===== src/rtl/vga_pkg.sv =====
// Shared raster timing constants, coordinate width and the sync/active control bundle
// used by the VGA timing generator and its delay line.
package vga_pkg;

  localparam int COORD_W     = 12;
  localparam int COORD_LIMIT = 4096;

  // 1280x1024 @ 60 Hz, 108 MHz pixel clock
  localparam int SXGA_H_VIS  = 1280;
  localparam int SXGA_H_FP   = 48;
  localparam int SXGA_H_SYNC = 112;
  localparam int SXGA_H_BP   = 248;
  localparam int SXGA_V_VIS  = 1024;
  localparam int SXGA_V_FP   = 1;
  localparam int SXGA_V_SYNC = 3;
  localparam int SXGA_V_BP   = 38;

  // 640x480 @ 60 Hz, 25 MHz pixel clock
  localparam int VGA_H_VIS   = 640;
  localparam int VGA_H_FP    = 16;
  localparam int VGA_H_SYNC  = 96;
  localparam int VGA_H_BP    = 48;
  localparam int VGA_V_VIS   = 480;
  localparam int VGA_V_FP    = 10;
  localparam int VGA_V_SYNC  = 2;
  localparam int VGA_V_BP    = 33;

  typedef struct packed {
    logic active;
    logic hs;
    logic vs;
  } vga_ctrl_t;

endpackage


===== src/rtl/vga_delay_line.sv =====
// Fixed-depth shift register for the active/HS/VS bundle; DEPTH clocks of latency.
// Resets to the idle bundle (inactive, syncs deasserted); depth 0 is a gated bypass.
module vga_delay_line
  import vga_pkg::*;
#(
  parameter int unsigned DEPTH    = 1,
  parameter bit          SYNC_POL = 1'b1
) (
  input  logic      clk_i,
  input  logic      rst_ni,
  input  vga_ctrl_t ctrl_i,
  output vga_ctrl_t ctrl_o
);

  localparam vga_ctrl_t IDLE = '{active: 1'b0, hs: ~SYNC_POL, vs: ~SYNC_POL};

  generate
    if (DEPTH == 0) begin : g_bypass
      logic unused_clk;
      assign unused_clk = clk_i;
      // Without a register stage, reset still has to force the idle bundle.
      assign ctrl_o = rst_ni ? ctrl_i : IDLE;
    end else begin : g_shift
      vga_ctrl_t stage_q [DEPTH];

      always_ff @(posedge clk_i or negedge rst_ni) begin
        if (!rst_ni) begin
          for (int i = 0; i < int'(DEPTH); i++) stage_q[i] <= IDLE;
        end else begin
          stage_q[0] <= ctrl_i;
          for (int i = 1; i < int'(DEPTH); i++) stage_q[i] <= stage_q[i-1];
        end
      end

      assign ctrl_o = stage_q[DEPTH-1];
    end
  endgenerate

endmodule


===== src/rtl/vga_timing_gen.sv =====
// Raster counter with sync/active decode, a configurable flag delay line, a frame tick
// and a frame counter. Coordinates and frame_tick are registered outputs.
module vga_timing_gen
  import vga_pkg::*;
#(
  parameter int unsigned H_VIS      = SXGA_H_VIS,
  parameter int unsigned H_FP       = SXGA_H_FP,
  parameter int unsigned H_SYNC     = SXGA_H_SYNC,
  parameter int unsigned H_BP       = SXGA_H_BP,
  parameter int unsigned V_VIS      = SXGA_V_VIS,
  parameter int unsigned V_FP       = SXGA_V_FP,
  parameter int unsigned V_SYNC     = SXGA_V_SYNC,
  parameter int unsigned V_BP       = SXGA_V_BP,
  parameter bit          SYNC_POL   = 1'b1,
  parameter int unsigned SYNC_DELAY = 1
) (
  input  logic               CLK_VGA,
  input  logic               RST_N,
  output logic [COORD_W-1:0] VGA_horzCoord,
  output logic [COORD_W-1:0] VGA_vertCoord,
  output logic               VGA_active,
  output logic               VGA_HS,
  output logic               VGA_VS,
  output logic               frame_tick,
  output logic [7:0]         frame_count
);

  localparam int unsigned H_TOTAL = H_VIS + H_FP + H_SYNC + H_BP;
  localparam int unsigned V_TOTAL = V_VIS + V_FP + V_SYNC + V_BP;
  localparam int          CMP_W   = COORD_W + 1;

  generate
    if (H_TOTAL > COORD_LIMIT) begin : g_h_total_too_large
      $error("vga_timing_gen: H_TOTAL exceeds 12-bit coordinate range");
    end
    if (V_TOTAL > COORD_LIMIT) begin : g_v_total_too_large
      $error("vga_timing_gen: V_TOTAL exceeds 12-bit coordinate range");
    end
    if (SYNC_DELAY > 4) begin : g_sync_delay_too_large
      $error("vga_timing_gen: SYNC_DELAY must be 0..4");
    end
  endgenerate

  localparam logic [COORD_W-1:0] H_LAST = COORD_W'(H_TOTAL - 1);
  localparam logic [COORD_W-1:0] V_LAST = COORD_W'(V_TOTAL - 1);

  // Thresholds carry one extra bit so a sync window ending at 4096 still compares correctly.
  localparam logic [CMP_W-1:0] H_VIS_C    = CMP_W'(H_VIS);
  localparam logic [CMP_W-1:0] HS_START_C = CMP_W'(H_VIS + H_FP);
  localparam logic [CMP_W-1:0] HS_END_C   = CMP_W'(H_VIS + H_FP + H_SYNC);
  localparam logic [CMP_W-1:0] V_VIS_C    = CMP_W'(V_VIS);
  localparam logic [CMP_W-1:0] VS_START_C = CMP_W'(V_VIS + V_FP);
  localparam logic [CMP_W-1:0] VS_END_C   = CMP_W'(V_VIS + V_FP + V_SYNC);

  logic [COORD_W-1:0] horz_q, horz_d;
  logic [COORD_W-1:0] vert_q, vert_d;
  logic               tick_q, tick_d;
  logic [7:0]         count_q, count_d;
  logic               h_wrap;

  always_comb begin
    h_wrap  = (horz_q == H_LAST);
    horz_d  = h_wrap ? '0 : horz_q + COORD_W'(1);
    vert_d  = vert_q;
    if (h_wrap) begin
      vert_d = (vert_q == V_LAST) ? '0 : vert_q + COORD_W'(1);
    end
    // Tick is computed from next-state coords so the register lines up with them.
    tick_d  = (horz_d == H_LAST) && (vert_d == V_LAST);
    count_d = tick_q ? count_q + 8'd1 : count_q;
  end

  always_ff @(posedge CLK_VGA or negedge RST_N) begin
    if (!RST_N) begin
      horz_q  <= '0;
      vert_q  <= '0;
      tick_q  <= 1'b0;
      count_q <= '0;
    end else begin
      horz_q  <= horz_d;
      vert_q  <= vert_d;
      tick_q  <= tick_d;
      count_q <= count_d;
    end
  end

  logic [CMP_W-1:0] horz_ext, vert_ext;
  logic             in_hsync, in_vsync;
  vga_ctrl_t        raw_ctrl, dly_ctrl;

  always_comb begin
    horz_ext        = {1'b0, horz_q};
    vert_ext        = {1'b0, vert_q};
    in_hsync        = (horz_ext >= HS_START_C) && (horz_ext < HS_END_C);
    in_vsync        = (vert_ext >= VS_START_C) && (vert_ext < VS_END_C);
    raw_ctrl.active = (horz_ext < H_VIS_C) && (vert_ext < V_VIS_C);
    raw_ctrl.hs     = in_hsync ? SYNC_POL : ~SYNC_POL;
    raw_ctrl.vs     = in_vsync ? SYNC_POL : ~SYNC_POL;
  end

  vga_delay_line #(
    .DEPTH    (SYNC_DELAY),
    .SYNC_POL (SYNC_POL)
  ) u_delay (
    .clk_i  (CLK_VGA),
    .rst_ni (RST_N),
    .ctrl_i (raw_ctrl),
    .ctrl_o (dly_ctrl)
  );

  assign VGA_horzCoord = horz_q;
  assign VGA_vertCoord = vert_q;
  assign VGA_active    = dly_ctrl.active;
  assign VGA_HS        = dly_ctrl.hs;
  assign VGA_VS        = dly_ctrl.vs;
  assign frame_tick    = tick_q;
  assign frame_count   = count_q;

endmodule


===== config.mk =====
export PLATFORM = sky130hd
export DESIGN_NAME = vga_timing_gen
export DESIGN_NICKNAME = d
export VERILOG_FILES = /design/src/rtl/vga_pkg.sv /design/src/rtl/vga_delay_line.sv /design/src/rtl/vga_timing_gen.sv
export SDC_FILE = /design/constraint.sdc
export NUM_CORES = 1
export LEC_CHECK = 0
export CAP_MARGIN = 20
export CORE_MARGIN = 4
export CORE_UTILIZATION = 60
export DETAILED_ROUTE_END_ITERATION = 16
export DONT_BUFFER_PORTS = 1
export HOLD_SLACK_MARGIN = 0.15
export PLACE_DENSITY = 0.73
export RECOVER_POWER = 100
export SYNTH_ARGS = -nofsm -noshare
export SYNTH_HDL_FRONTEND = slang
export SYNTH_HIERARCHICAL = 1
export SYNTH_SLANG_ARGS = --single-unit

===== constraint.sdc =====
create_clock -name CLK_VGA -period 2.9 [get_ports CLK_VGA]
set_clock_uncertainty 0.15 [all_clocks]
set_input_delay 0.29 -clock CLK_VGA [delete_from_list [all_inputs] [get_ports CLK_VGA]]
set_output_delay 0.29 -clock CLK_VGA [all_outputs]
set_load 0.02 [all_outputs]

Word-level counts from Yosys, hierarchy flattened

Cells that the tools add are included.

RAM bits: 0
Memory bits (read-only): 0
Bits in registers: 36
Latch bits: 0
Memories kept: 0
Output and inout bits: 36

$lt $le $gt $ge: 6
Shifts and indexed selects: 0
Reductions and logical operators: 4
Mux-type cells: 5
Bitwise logic cells: 0
Equality and inequality tests: 4
$add $sub $neg: 3
$mul: 0
Divide/modulo/power cells: 0

Operators with widths:

| cell                                                                     | number |
|---|---|
| 12-bit by 11-bit == test with 1-bit output (second input constant)       | 4 |
| 12-bit by 11-bit < comparator with 1-bit output (second input constant)  | 4 |
| 12-bit 2-to-1 mux                                                        | 3 |
| 12-bit by 1-bit adder with 12-bit output (second input constant)         | 2 |
| 12-bit by 11-bit >= comparator with 1-bit output (second input constant) | 2 |
| 8-bit by 1-bit adder with 8-bit output (second input constant)           | 1 |
| 1-bit logical AND                                                        | 4 |
| 1-bit 2-to-1 mux                                                         | 2 |

Logic depth before layout (Yosys ltp)

Word-level depth: 5
Mapped depth: 8
Mapped depth without buffers: 8

By module

The synthesis kept the hierarchy.

Modules (own cells, without submodules):

| module         | instances | area an instance (um2) | cells each | sequential area each (um2) |
|---|---|---|---|---|
| vga_timing_gen | 1         | 1889.3                 | 191        | 825.8 |
| vga_delay_line | 1         | 75.1                   | 3          | 75.1 |

Least setup slack after synthesis

No wires, ideal clock.

Kind: reg-to-reg
Start point: reg horz_q[0] (netlist: VGA_horzCoord[0])
End point: reg tick_q (netlist: frame_tick)
Clock period less this slack: 2.656 ns
Stages on the path, launching flop included: 9
Data required time: 2.682 ns
Path slack: 0.244 ns
Arrival time: 2.438 ns
Cell sequence: dfrtp_1 ha_1 buf_2 nor4bb_1 nand4_1 nor3_1 xor2_1 or4b_1 and4b_1

Word-level cells in the longest chain between the ends: 4

Ends and longest elaborated chain:

| what                                       | RTL line             | RTL |
|---|---|---|
| start, declared                            | vga_timing_gen.sv:55 | `logic [COORD_W-1:0] horz_q, horz_d;` |
| start signal, assigned                     | vga_timing_gen.sv:80 | `horz_q <= horz_d;` |
| 12-bit by 11-bit == test with 1-bit output | vga_timing_gen.sv:62 | `h_wrap = (horz_q == H_LAST);` |
| 12-bit 2-to-1 mux                          | vga_timing_gen.sv:65 | `if (h_wrap) begin` |
| net vert_d[8]                              | vga_timing_gen.sv:56 | `logic [COORD_W-1:0] vert_q, vert_d;` |
| 12-bit by 11-bit == test with 1-bit output | vga_timing_gen.sv:69 | `tick_d = (horz_d == H_LAST) && (vert_d == V_LAST);` |
| 1-bit logical AND                          | vga_timing_gen.sv:69 |  |
| net tick_d                                 | vga_timing_gen.sv:57 | `logic tick_q, tick_d;` |
| end signal, assigned                       | vga_timing_gen.sv:82 | `tick_q <= tick_d;` |
| end, declared                              | vga_timing_gen.sv:57 |  |

The timed path passes the listed nets, and every way through them passes these cells.
A chain may end at the register's enable or synchronous reset.

Worst setup path after layout

Same ends and word-level chain as after synthesis.

==> flow_summary.ini <==
[layout]
final_non_filler_cell_area_um2 = 2106
mostFrequentLayoutCell = sky130_fd_sc_hd__dfrtp_1
diodes = 0
mostFrequentLayoutCells = 36 x sky130_fd_sc_hd__dfrtp_1, 15 x sky130_fd_sc_hd__nand2_1, 13 x sky130_fd_sc_hd__nand4_1, 13 x sky130_fd_sc_hd__xor2_1, 13 x sky130_fd_sc_hd__xnor2_1
drive_above_1_share_pct = 7.767
synthToLayoutAreaGrowth_pct = 7.197
layout.nets = 214

[pwr]
vdd_ir_drop_max_v = 0.0003725
power_frac_seq_pct = 57.4
power.switching_fraction_pct = 21.94
comb_power_share_pct = 1.2
leakagePower_nw = 0.8993
internal-power_uw = 682.5
pwr-share-clk_pct = 41.4
totalPowerFinal_uw = 874.3
power_switching_uw = 191.8
total_power_per_unit_cell_area_nw_per_um2 = 415.2

[worst_hold_path]
min-delay-start = frame_count[7]
worst_hold_path.endpoint = frame_count[7]
worst_hold_path.num_cells = 1
timing.hold.worst.class = flip-flop to flip-flop

[setup_path]
worst-setup-path-type = flip-flop to flip-flop
maximum_fanout_count_along_the_critical_path = 10
timing.critical_path.slowest_stage_cell = sky130_fd_sc_hd__or4b_1
cp-end-kind = flip-flop
timing.critical_path.from_type = flip-flop
crit-reg2reg-launch = VGA_horzCoord[0]
max_stage_delay_ns = 0.53
worst_ep_arrival_time_ns = 2.88
critical_path.top_delay_family = simple AND/OR/NAND/NOR gates
cp_num_buf_inv = 0
timing.critical_path.from = VGA_horzCoord[0]
r2r_end = frame_tick
timing.critical_path.cells = ha_1, nor4bb_1, nand4_1, nor3_1, xor2_1, or4b_1, and4b_1
rrSetupSlack_ns = 0.17
reg2reg_depth = 7
crit_required_ns = 3.05

[placement]
dp_hpwl_um = 3248
place.gp.congestion = 0.9789
place_area_um2 = 2058
dp_worst_setup_slack_ns = 0.2263
port_buffers = 0

[synth]
postSynthRegisterBits = 36
number_of_flops_mapped_to_enable_cells_by_yosys = 0
yosys.cell_types.count = 46
netlist.area_leader.share_pct = 45.86
synthFlopType = sky130_fd_sc_hd__dfrtp_1
mappedNetlistNets = 203
syn-cell-area_um2 = 1964
synthTopCellsByArea = sky130_fd_sc_hd__dfrtp_1 46%, sky130_fd_sc_hd__xnor2_1 5.8%, sky130_fd_sc_hd__xor2_1 5.8%
share_of_synthesized_area_occupied_by_flip_flops_and_latches_pct = 45.86
biggest_area_consumer_among_synthesized_cells = sky130_fd_sc_hd__dfrtp_1
post_synth_inst_count = 194
synth.avg_cell_area_um2 = 10.13
ys_async_sr_fraction_pct = 100.0
synth_warnings = 6

[floorplan]
initial_core_util_pct = 63.31
die_h_um = 65.22
std_cell_rows = 20
die_x_um = 65.22
dieArea_um2 = 4254
coreArea_um2 = 3103
ios = 38

[sta]
fin_ws_ns = 0.1651
finalSetupTns_ns = 0
grt_setup_unrepaired = no
drv_slew = 37
finalCritPeriodShare_pct = 94.31
max_slew.worst_pin.slew_ns = 1.895
hold_slack_ns = 0.4679
fin_crit_ns = 2.735
timing.max_slew.rel_slack_pct = -26.33
finalSetupViolCount = 0
maxClockFrequency_ghz = 0.3656
finalHoldViolations = 0

[clock_network]
insertion_delay_ns = 0.36
clk_transition_reported_paths_ns = 0.12
cts_buffers = 5
cts_max_level = 2
clock_path_buffers = 2
tritoncts = yes
clock-sinks = 36
cts_root_buf = sky130_fd_sc_hd__clkbuf_4

[route]
via_count = 1593
dr_wl_cell_um = 18.97
vias_per_cell = 6.372
drtIter0Drc = 120
antenna_violating_nets_post_route = 0
finalWirelength_um = 4742
first_pass_iters = 4
post-route-drc-count = 0

[grt]
initial_antenna_violation_count = 0
via_count_of_the_first_global_routing_pass = 1580
grt-ovfl-total = 0
grt_max_degree = 37
grt_use_total_pct = 24.19
global_route_wire_length_before_repair_um = 7872

[run_status]
status = finished with violations
violations = max-capacitance violations, max-slew violations

[job]
timing.max_cap.violations = 1
-- power groups by stage --
stage | registers (mW) | logic (mW) | clock network, mW
6_report | 0.502 | 0.0106 | 0.362
5_1_grt | 0.502 | 0.0130 | 0.390
4_1_cts | 0.502 | 0.0144 | 0.362
3_5_place_dp | 0.512 | 0.000000411 | 0
3_3_place_gp | 0.512 | 0.000000411 | 0
2_1_floorplan | 0.512 | 0.000000380 | 0
-- metrics by stage --
stage	instances	utilization (%)
2_1_floorplan	194	-
3_3_place_gp	240	66.33
3_5_place_dp	240	66.33
4_1_cts	250	69.88
5_1_grt	250	67.86
6_report	250	67.86
-- state kept, by name (all words and copies together) (netlist names) --
register and flops:
VGA_vertCoord 12, VGA_horzCoord 12, u_delay/ctrl_o 3, frame_count 8, frame_tick 1
-- what timing repair did --
| action | 4_1_cts | 5_1_grt |
|---|---|---|
| endpoints found under the hold margin | 36 | 0 |
| hold buffers | 2 | 0 |
| gates resized for setup | 0 | 0 |
| setup buffers | 0 | 0 |
-- how the worst max path moves through the flow --
stage,end,slack (ns),cells after the start
after global routing,frame_tick,0.05,7
after floorplan,frame_tick,0.24,8
final,frame_tick,0.17,7
after detailed placement,frame_tick,0.23,7
after global placement,frame_tick,0.39,7
after CTS,frame_tick,0.20,7
-- cell usage after synthesis (all sizes together) (4+ instances only) --
cell / number
nand3: 13
and3: 7
inv: 7
o21ai: 9
nand4: 13
nor3: 4
nand2: 15
clkbuf: 6
xor2: 13
xnor2: 13
nor2: 11
dfrtp: 36
ha: 7
-- logic make-up (layout without fill, tap and decap cells) --
group	Yosys count	after routing	share of synthesized area (%)
adder cells (fa/ha/maj)	7	7	4.458
AND/OR/NAND/NOR	88	88	27.52
AO/OA/AOI/OAI	20	20	6.434
buffers and inverters	16	28	3.567
multiplexers	1	1	0.5732
flip-flops	36	36	45.86
XOR/XNOR	26	26	11.59
-- routing by layer --
metal  wire, µm  vias up  part of all wire, %  track usage (%)
met4        124        0                  2.6            9.326
met1       2032      775                   43            31.64
li1           -      721                    -                -
met2       2178       84                   46            36.66
met5          0        -                    0                0
met3        407       13                  8.6            8.547
-- layout make-up --
type                       count  area, µm²
clock inverter                 3      42.54
timing repair buffer          13      55.05
multi-input combinational    142      988.4
inverter                       7      26.28
sequential                    36      900.9
clock buffer                   5      37.54
tap                           44      55.05
fill                         284      997.2
Note: power is estimated with default switching activity, not from simulation.
